## config.mk

```make
export PLATFORM = sky130hd
export DESIGN_NAME = lcd_multi_ch_ctrl
export DESIGN_NICKNAME = d
export VERILOG_FILES = /design/src/rtl/lcd_multi_ch_ctrl.sv
export SDC_FILE = /design/constraint.sdc
export NUM_CORES = 1
export LEC_CHECK = 0
export BUFFER_PORTS_ARGS = -buffer_cell sky130_fd_sc_hd__clkbuf_2
export CAP_MARGIN = 0
export CORE_MARGIN = 10
export CORE_UTILIZATION = 35
export CTS_BUF_LIST = sky130_fd_sc_hd__clkbuf_8
export CTS_CLUSTER_SIZE = 40
export DETAILED_ROUTE_END_ITERATION = 16
export SLEW_MARGIN = 20
export SYNTH_ARGS = -nofsm -noshare
export SYNTH_HDL_FRONTEND = slang
export SYNTH_SLANG_ARGS = --single-unit
export TNS_END_PERCENT = 50
```

## constraint.sdc

```tcl
create_clock -name clk -period 6.85 [get_ports clk]
set_input_delay 0.685 -clock clk [delete_from_list [all_inputs] [get_ports clk]]
set_output_delay 0.685 -clock clk [all_outputs]
set_load 0.01 [all_outputs]
```

## src/rtl/lcd_multi_ch_ctrl.sv

```systemverilog
// HD44780 8-bit write-only driver: init, then a snapshot/BCD/refresh frame loop.
// Ports: clk, reset (async active-low), vals, hold -> rs, rw, enable, data, init_done, frame_done.
// Optional: define LCD_LZ_BLANK_EN to blank leading integer zeros.
module lcd_multi_ch_ctrl #(
  parameter int N_CH      = 3,
  parameter int VAL_W     = 16,
  parameter int DIGITS    = 3,
  parameter int TICK_DIV  = 100000,
  parameter int PWR_TICKS = 20
) (
  input  logic                  clk,
  input  logic                  reset,
  input  logic [N_CH*VAL_W-1:0] vals,
  input  logic                  hold,
  output logic                  rs,
  output logic                  rw,
  output logic                  enable,
  output logic [7:0]            data,
  output logic                  init_done,
  output logic                  frame_done
);

  localparam int TW = $clog2(TICK_DIV);
  localparam int PW = $clog2(PWR_TICKS + 1);
  localparam int CW = $clog2(VAL_W + 1);
  localparam int BW = 4 * DIGITS;
  localparam int XW = VAL_W + 14;
  localparam logic [XW-1:0] LIM = XW'(10 ** DIGITS);

  if (N_CH < 1 || N_CH > 4 || DIGITS < 2 || DIGITS > 4 ||
      TICK_DIV <= VAL_W + 8) begin : g_bad_param
    $error("lcd_multi_ch_ctrl: illegal parameter value");
  end

  typedef enum logic [2:0] {
    PWR_WAIT, INIT, LATCH, CONV, ADDR, LABEL, VALUE
  } state_t;

  state_t                      state_q, state_d;
  logic [TW-1:0]               tcnt_q, tcnt_d;
  logic [PW-1:0]               pcnt_q, pcnt_d;
  logic [1:0]                  ph_q, ph_d;
  logic [2:0]                  idx_q, idx_d;
  logic [1:0]                  k_q, k_d;
  logic [CW-1:0]               cnt_q, cnt_d;
  logic [BW-1:0]               acc_q, acc_d;
  logic [VAL_W-1:0]            sh_q, sh_d;
  logic [N_CH*VAL_W-1:0]       snap_q, snap_d;
  logic [N_CH-1:0][BW-1:0]     bcd_q, bcd_d;
  logic [N_CH-1:0]             ovf_q, ovf_d;
  logic                        rs_q, rs_d;
  logic                        en_q, en_d;
  logic [7:0]                  data_q, data_d;
  logic                        init_q, init_d;
  logic                        fd_q, fd_d;

  logic             tick;
  logic [VAL_W-1:0] snap_k;
  logic [BW-1:0]    bcd_k;
  logic             cur_rs;
  logic [7:0]       cur_byte;
  logic [BW-1:0]    adj;
  logic [VAL_W-1:0] src;
  logic             last;

  assign tick   = (tcnt_q == TW'(TICK_DIV - 1));
  assign snap_k = snap_q[k_q*VAL_W +: VAL_W];
  assign bcd_k  = bcd_q[k_q];

  // Byte presented by the current send state and position.
  always_comb begin
    int         pos;
    logic [3:0] dig;
    logic       blank;
`ifdef LCD_LZ_BLANK_EN
    logic       lead;
`endif
    cur_rs   = 1'b0;
    cur_byte = 8'h00;
    pos      = (int'(idx_q) == DIGITS) ? DIGITS - 1 : int'(idx_q);
    dig      = 4'(bcd_k >> (4 * (DIGITS - 1 - pos)));
`ifdef LCD_LZ_BLANK_EN
    lead = 1'b1;
    for (int i = 0; i < DIGITS; i++)
      if (i <= pos && bcd_k[4*(DIGITS-1-i) +: 4] != 4'd0) lead = 1'b0;
    blank = lead && (pos < DIGITS - 2);
`else
    blank = 1'b0;
`endif
    unique case (state_q)
      INIT: begin
        unique case (idx_q)
          3'd3:    cur_byte = 8'h0C;
          3'd4:    cur_byte = 8'h01;
          3'd5:    cur_byte = 8'h06;
          default: cur_byte = 8'h38;
        endcase
      end
      ADDR: cur_byte = {1'b1, k_q[1], 2'b00, k_q[0], 3'b000};
      LABEL: begin
        cur_rs = 1'b1;
        unique case (idx_q)
          3'd0:    cur_byte = 8'h53;
          3'd1:    cur_byte = 8'h31 + {6'b0, k_q};
          default: cur_byte = 8'h3A;
        endcase
      end
      VALUE: begin
        cur_rs = 1'b1;
        if (int'(idx_q) == DIGITS - 1) cur_byte = 8'h2E;
        else if (ovf_q[k_q])           cur_byte = 8'h2D;
        else if (blank)                cur_byte = 8'h20;
        else                           cur_byte = {4'h3, dig};
      end
      default: ;
    endcase
  end

  // Double-dabble step; dropping the top carry yields the value mod 10^DIGITS,
  // which is all that is shown since larger values display as dashes.
  always_comb begin
    adj = acc_q;
    for (int i = 0; i < DIGITS; i++)
      if (acc_q[4*i +: 4] >= 4'd5) adj[4*i +: 4] = acc_q[4*i +: 4] + 4'd3;
    src = (cnt_q == '0) ? snap_k : sh_q;
  end

  always_comb begin
    state_d = state_q;
    tcnt_d  = tick ? '0 : tcnt_q + 1'b1;
    pcnt_d  = pcnt_q;
    ph_d    = ph_q;
    idx_d   = idx_q;
    k_d     = k_q;
    cnt_d   = cnt_q;
    acc_d   = acc_q;
    sh_d    = sh_q;
    snap_d  = snap_q;
    bcd_d   = bcd_q;
    ovf_d   = ovf_q;
    rs_d    = rs_q;
    en_d    = en_q;
    data_d  = data_q;
    init_d  = init_q;
    fd_d    = 1'b0;
    last    = 1'b0;
    unique case (state_q)
      PWR_WAIT: begin
        if (tick) begin
          if (pcnt_q == PW'(PWR_TICKS - 1)) begin
            pcnt_d  = '0;
            state_d = INIT;
          end else begin
            pcnt_d = pcnt_q + 1'b1;
          end
        end
      end
      LATCH: begin
        if (!hold) snap_d = vals;
        k_d     = '0;
        cnt_d   = '0;
        acc_d   = '0;
        state_d = CONV;
      end
      CONV: begin
        if (cnt_q == CW'(VAL_W)) begin
          bcd_d[k_q] = acc_q;
          ovf_d[k_q] = {{(XW-VAL_W){1'b0}}, snap_k} >= LIM;
          ph_d       = '0;
          idx_d      = '0;
          state_d    = ADDR;
        end else begin
          acc_d = {adj[BW-2:0], src[VAL_W-1]};
          sh_d  = src << 1;
          cnt_d = cnt_q + 1'b1;
        end
      end
      default: begin
        if (tick) begin
          unique case (ph_q)
            2'd0: begin
              rs_d   = cur_rs;
              data_d = cur_byte;
              en_d   = 1'b0;
              ph_d   = 2'd1;
            end
            2'd1: begin
              en_d = 1'b1;
              ph_d = 2'd2;
            end
            default: begin
              en_d  = 1'b0;
              ph_d  = 2'd0;
              idx_d = idx_q + 1'b1;
              last  = 1'b1;
            end
          endcase
        end
        if (last) begin
          unique case (state_q)
            INIT: if (idx_q == 3'd5) begin
              idx_d   = '0;
              init_d  = 1'b1;
              state_d = LATCH;
            end
            ADDR: begin
              idx_d   = '0;
              state_d = LABEL;
            end
            LABEL: if (idx_q == 3'd2) begin
              idx_d   = '0;
              state_d = VALUE;
            end
            VALUE: if (idx_q == 3'(DIGITS)) begin
              idx_d = '0;
              if (k_q == 2'(N_CH - 1)) begin
                fd_d    = 1'b1;
                state_d = LATCH;
              end else begin
                k_d     = k_q + 1'b1;
                cnt_d   = '0;
                acc_d   = '0;
                state_d = CONV;
              end
            end
            default: ;
          endcase
        end
      end
    endcase
  end

  always_ff @(posedge clk or negedge reset) begin
    if (!reset) begin
      state_q <= PWR_WAIT;
      tcnt_q  <= '0;
      pcnt_q  <= '0;
      ph_q    <= '0;
      idx_q   <= '0;
      k_q     <= '0;
      cnt_q   <= '0;
      acc_q   <= '0;
      sh_q    <= '0;
      snap_q  <= '0;
      bcd_q   <= '0;
      ovf_q   <= '0;
      rs_q    <= 1'b0;
      en_q    <= 1'b0;
      data_q  <= 8'h00;
      init_q  <= 1'b0;
      fd_q    <= 1'b0;
    end else begin
      state_q <= state_d;
      tcnt_q  <= tcnt_d;
      pcnt_q  <= pcnt_d;
      ph_q    <= ph_d;
      idx_q   <= idx_d;
      k_q     <= k_d;
      cnt_q   <= cnt_d;
      acc_q   <= acc_d;
      sh_q    <= sh_d;
      snap_q  <= snap_d;
      bcd_q   <= bcd_d;
      ovf_q   <= ovf_d;
      rs_q    <= rs_d;
      en_q    <= en_d;
      data_q  <= data_d;
      init_q  <= init_d;
      fd_q    <= fd_d;
    end
  end

  assign rs         = rs_q;
  assign rw         = 1'b0;
  assign enable     = en_q;
  assign data       = data_q;
  assign init_done  = init_q;
  assign frame_done = fd_q;

endmodule

```

### After elaboration in Yosys (flattened, before gate mapping)

Index checks and enable logic that the tools add are counted.

| operators by class | value |
|---|---|
| muxes and demuxes | 72 |
| reductions and logical operators | 31 |
| equality and inequality tests | 27 |
| $add $sub $neg | 10 |
| order comparisons | 6 |
| shifts and indexed selects | 2 |
| bitwise logic cells | 6 |

Operator list:

| operator | count |
|---|---|
| 2-to-1 mux 12 bit | 7 |
| 2-to-1 mux 3 bit | 16 |
| indexed part select 48 x 7 -> 16 bit | 1 |
| 2-to-1 mux 5 bit | 8 |
| bitwise mux 36 bit | 1 |
| one-hot mux 12 bit (3 select lines) | 1 |
| one-hot mux 8 bit (4 select lines) | 1 |
| >> shifter 12 x 32 -> 4 bit | 1 |
| binary-select mux 12 bit (select 2 bit) | 1 |
| demux 12 bit (select 2 bit) | 1 |
| one-hot mux 3 bit (4 select lines) | 2 |
| == test 3 bit, second input constant | 7 |
| one-hot mux 6 bit (3 select lines) | 1 |
| adder 17 x 1 -> 17 bit, second input constant | 1 |
| == test 17 bit, second input constant | 1 |
| 2-to-1 mux 17 bit | 1 |
| greater-or-equal comparator 16 x 10 -> 1 bit, second input constant | 1 |
| 2-to-1 mux 16 bit | 1 |
| one-hot mux 5 bit (3 select lines) | 1 |
| one-hot mux 7 bit (2 select lines) | 1 |
| 2-to-1 mux 1 bit | 13 |
| == test 3 x 2 -> 1 bit, second input constant | 4 |
| greater-or-equal comparator 4 x 3 -> 1 bit, second input constant | 3 |
| 2-to-1 mux 2 bit | 6 |
| 42 further kinds | 73 |

| word-level totals | value |
|---|---|
| output and inout bits | 13 |
| input port bits | 51 |
| register bits after elaboration | 163 |
| word-level logic and storage cells | 173 |

### Depth between registers and ports, before layout

| depth | value |
|---|---|
| word-level depth | 8 |
| gate-level depth with buffers | 12 |
| depth with buffers taken out | 11 |

### Worst setup path after synthesis

OpenSTA, ideal clock, no wires.

| timing | value |
|---|---|
| path kind | register to register |
| from | register idx_q[0] |
| to | register data_q[2] (netlist: data[2]) |
| setup time | 0.078 ns |
| required time | 6.772 ns |
| buffers on the path | 1 |
| data arrival time | 2.915 ns |
| period minus slack after synthesis | 2.993 ns |
| path slack | 3.857 ns |
| stages on the path, launching flop included | 11 |
| cell sequence | dfrtp_1 -> ha_1 -> ha_1 -> inv_1 -> nand2_1 -> inv_1 -> buf_1 -> ha_1 -> a2111oi_0 -> or3b_2 -> a21oi_1 |

| on the way | value |
|---|---|
| word-level cells in the longest chain between the ends | 7 |
| elaborated cells between the ends (all ways) | 15 |
| classes of those cells | add/sub: 1; eq/ne: 6; shift: 1; mux: 6; reduce/logical: 1 |

Ends and longest elaborated chain:

| element | RTL line | text |
|---|---|---|
| start: declaration | 43 | `logic [2:0] idx_q, idx_d;` |
| start signal: assignment | 257 | `idx_q <= idx_d;` |
| == test 3 bit | 80 | `pos = (int'(idx_q) == DIGITS) ? DIGITS - 1 : int'(idx_q);` |
| 2-to-1 mux 3 bit | 80 |  |
| subtractor 2 x 3 -> 4 bit | 81 | `dig = 4'(bcd_k >> (4 * (DIGITS - 1 - pos)));` |
| >> shifter 12 x 32 -> 4 bit | 81 |  |
| 2-to-1 mux 5 bit | 111 | `else if (ovf_q[k_q]) cur_byte = 8'h2D;` |
| 2-to-1 mux 5 bit | 110 | `if (int'(idx_q) == DIGITS - 1) cur_byte = 8'h2E;` |
| one-hot mux 8 bit (4 select lines) * | 90 | `unique case (state_q)` |
| end signal: assignment | 267 | `data_q <= data_d;` |
| end: declaration | 53 | `logic [7:0] data_q, data_d;` |

Every way passes the cells marked *; elsewhere a longest branch is shown, timed or not.
A chain may end at the register's enable or synchronous reset.

### Final worst setup path

Same ends and word-level chain as after synthesis.

==> out/qor.yml <==
outcome: "finished, final reports clean"
max_freq_mhz: 296
layout_common_cells: "dfrtp_1, nand2_1, mux2_2, clkbuf_2, o21ai_0"
synth_top_cell_by_area: "dfrtp_1"
vias_per_cell: 5.20
grt_pass1_wl_um: 30700
cts_buffers: 17
rsz0062_at_grt: "false"
synth-async-reset-ratio: 1.00
drc_errors: 0
cts_tree: "built"
track_usage: 0.131
initial_utilization: 0.355
syn_to_final_growth_pct: 12.7
p_leak_nw: 4.00
synthesis.nets: 830
worst_setup_path_end_kind: "flip-flop"
grt_pass1_vias: 5841
postCtsSetupBuffers: 0
rr_worst_depth: 9
vias: 5776
whs_ns: 0.320
fin_worst_skew_ns: 0.0139
synth-seq-area-share: 0.510
nets: 884
yosysUniqueCellTypes: 62
place_inst: 1079
finish.instance_area_um2: 9020
core.rowCount: 55
placed_area_um2: 8600
r2r_slack_ns: 3.47
diodes: 0
place.gp.congestion: 0.883
ant_nets: 0
pre_cts_slack_ns: 3.50
start_kind: "flip-flop"
final.setup.tns_ns: 0
synthTopCellsByArea: "dfrtp_1, mux2_2, nand2_1"
ys_seq_elements: 163
hold_buffers: 0
path_max_fanout: 13
worstPathArrival_ns: 3.78
io_buffers: 62
syn-instance-count: 759
finalSetupViolations: 0
routed_wl_um: 18400
fin_cells: 1111
fill_cells: 2241
yosys.area.top_type_share: 0.510
die_h_um: 171
fin_crit_sh: 0.494
drv_cap: 0
drive_gt1_frac: 0.240
overflow: 0
final_core_util: 0.400
postCtsResizedCells: 0
drt_iter0_drc: 415
ios: 64
hp-class: "in -> async"
routedWlPerCell_um: 16.6
clk-insertion-delay-late_ns: 0.47
ys.flop_type: "dfrtp_1"
core_um2: 22600
cts_max_path_buffers: 2
die_area_um2: 29300
chipWidth_um: 171
h-tree-depth: 4
cts-root-buf: "clkbuf_8"
finalHoldViolations: 0
antenna_found_initial: 0
final_common_cell: "dfrtp_1"
vdd_ir_drop_max_mv: 0.126
r2r_start: "idx_q[0]"
dp.final_hpwl_um: 12700
maxSlewViolCount: 0
dr.pass1.iters: 5
relSlewSlack: 0.266
r2r_end: "data[2]"
clock-sinks: 163
timing.final.ws_setup_ns: 3.47
period_minus_slack_ns: 3.38
p_per_area_nw_per_um2: 196
syn_area_um2: 8000
tightestPinTransition_ns: 1.09
path_clk_slew_ns: 0.10
crit_type: "reg -> reg"
ys.warnings.count: 0
grt_max_degree: 104
synth_area_per_cell_um2: 10.5
synth-edff-count: 0
cp.required_ns: 7.24
power.total_mw: 1.77
[synth_stat cells, types with 2 or more instances]
| library cell | instances |
|---|---|
| dfrtp_1 | 163 |
| nand2_1 | 99 |
| mux2_2 | 77 |
| o21ai_0 | 59 |
| nor2_1 | 44 |
| a21oi_1 | 36 |
| inv_1 | 25 |
| mux2i_1 | 25 |
| clkbuf_1 | 24 |
| nand3_1 | 21 |
| ha_1 | 20 |
| o22ai_1 | 19 |
| nor3_1 | 13 |
| xnor2_1 | 10 |
| xor2_1 | 10 |
| a22oi_1 | 9 |
| nor2b_1 | 8 |
| nand2b_1 | 7 |
| o31ai_2 | 7 |
| buf_1 | 6 |
| nand4_1 | 6 |
| and3_1 | 5 |
| o21ai_1 | 5 |
| a21o_1 | 4 |
| or3_1 | 4 |
| a22o_1 | 3 |
| a31oi_1 | 3 |
| nand3b_1 | 3 |
| o2111ai_1 | 3 |
| o211ai_1 | 3 |
| a221o_1 | 2 |
| buf_2 | 2 |
| nor4_1 | 2 |
| o21a_1 | 2 |
| o21bai_1 | 2 |
| o31ai_1 | 2 |
[state kept, by name, summed over array words and instances (netlist names), 2 cells and up]
| name | flops |
|---|---|
| acc_q | 12 |
| bcd_q | 36 |
| cnt_q | 5 |
| data | 8 |
| idx_q | 3 |
| k_q | 2 |
| ovf_q | 3 |
| pcnt_q | 5 |
| ph_q | 2 |
| sh_q | 15 |
| snap_q | 48 |
| state_q | 3 |
| tcnt_q | 17 |
[cells by family after synthesis]
family	Yosys count	share of synthesized area
adders and majority gates	20	0.0313
and+or+nand+nor	224	0.132
DFF	163	0.510
buffers and inverters	59	0.0294
AOI/OAI and AO/OA	169	0.132
xor gates and xnor gates	20	0.0219
other	1	0.000469
muxes	103	0.142
[routing by layer]
| layer | global-route usage | part of all wire | vias to the layer above |
|---|---|---|---|
| met1 | 0.170 | 0.47 | 2863 |
| met5 | 0 | 0 | - |
| met2 | 0.207 | 0.48 | 87 |
| met3 | 0.0344 | 0.037 | 20 |
| met4 | 0.0431 | 0.013 | 0 |
| li1 | - | - | 2806 |
[layout make-up]
cell class / instances / area [µm²] / area share
tap: 285 / 357 / 0.0395
multi-input combinational: 537 / 3720 / 0.412
clock inverter: 15 / 168 / 0.0186
timing repair buffer: 69 / 369 / 0.0409
sequential: 163 / 4080 / 0.452
inverter: 25 / 93.8 / 0.0104
clock buffer: 17 / 234 / 0.0259
[where the power goes]
group	internal (mW)	total [mW]	switching [mW]	leakage, nW
clock network	0.332	0.724	0.392	0.187
registers	0.976	0.982	0.00682	2.21
logic	0.0267	0.0599	0.0332	1.60
total	1.33	1.77	0.432	4.00
[worst max-delay path by stage]
stage / from / end / slack [ns] / cells past startpoint
2_1_floorplan: idx_q[0] / data[2] / 3.86 / 10
3_3_place_gp: idx_q[0] / data[2] / 3.62 / 9
3_5_place_dp: idx_q[0] / data[2] / 3.50 / 9
4_1_cts: idx_q[0] / data[2] / 3.51 / 9
5_1_grt: idx_q[0] / data[0] / 3.17 / 11
6_report: idx_q[0] / data[2] / 3.47 / 9
[critical path: stages, from the launching register on]
cell	delay (ns)
dfrtp_1	0.45
ha_1	0.22
ha_1	0.23
inv_1	0.13
nand2_1	0.17
inv_1	0.29
ha_1	0.30
a2111oi_0	0.90
or3b_2	0.50
a21oi_1	0.13
Power figures use the tool's default switching activity.
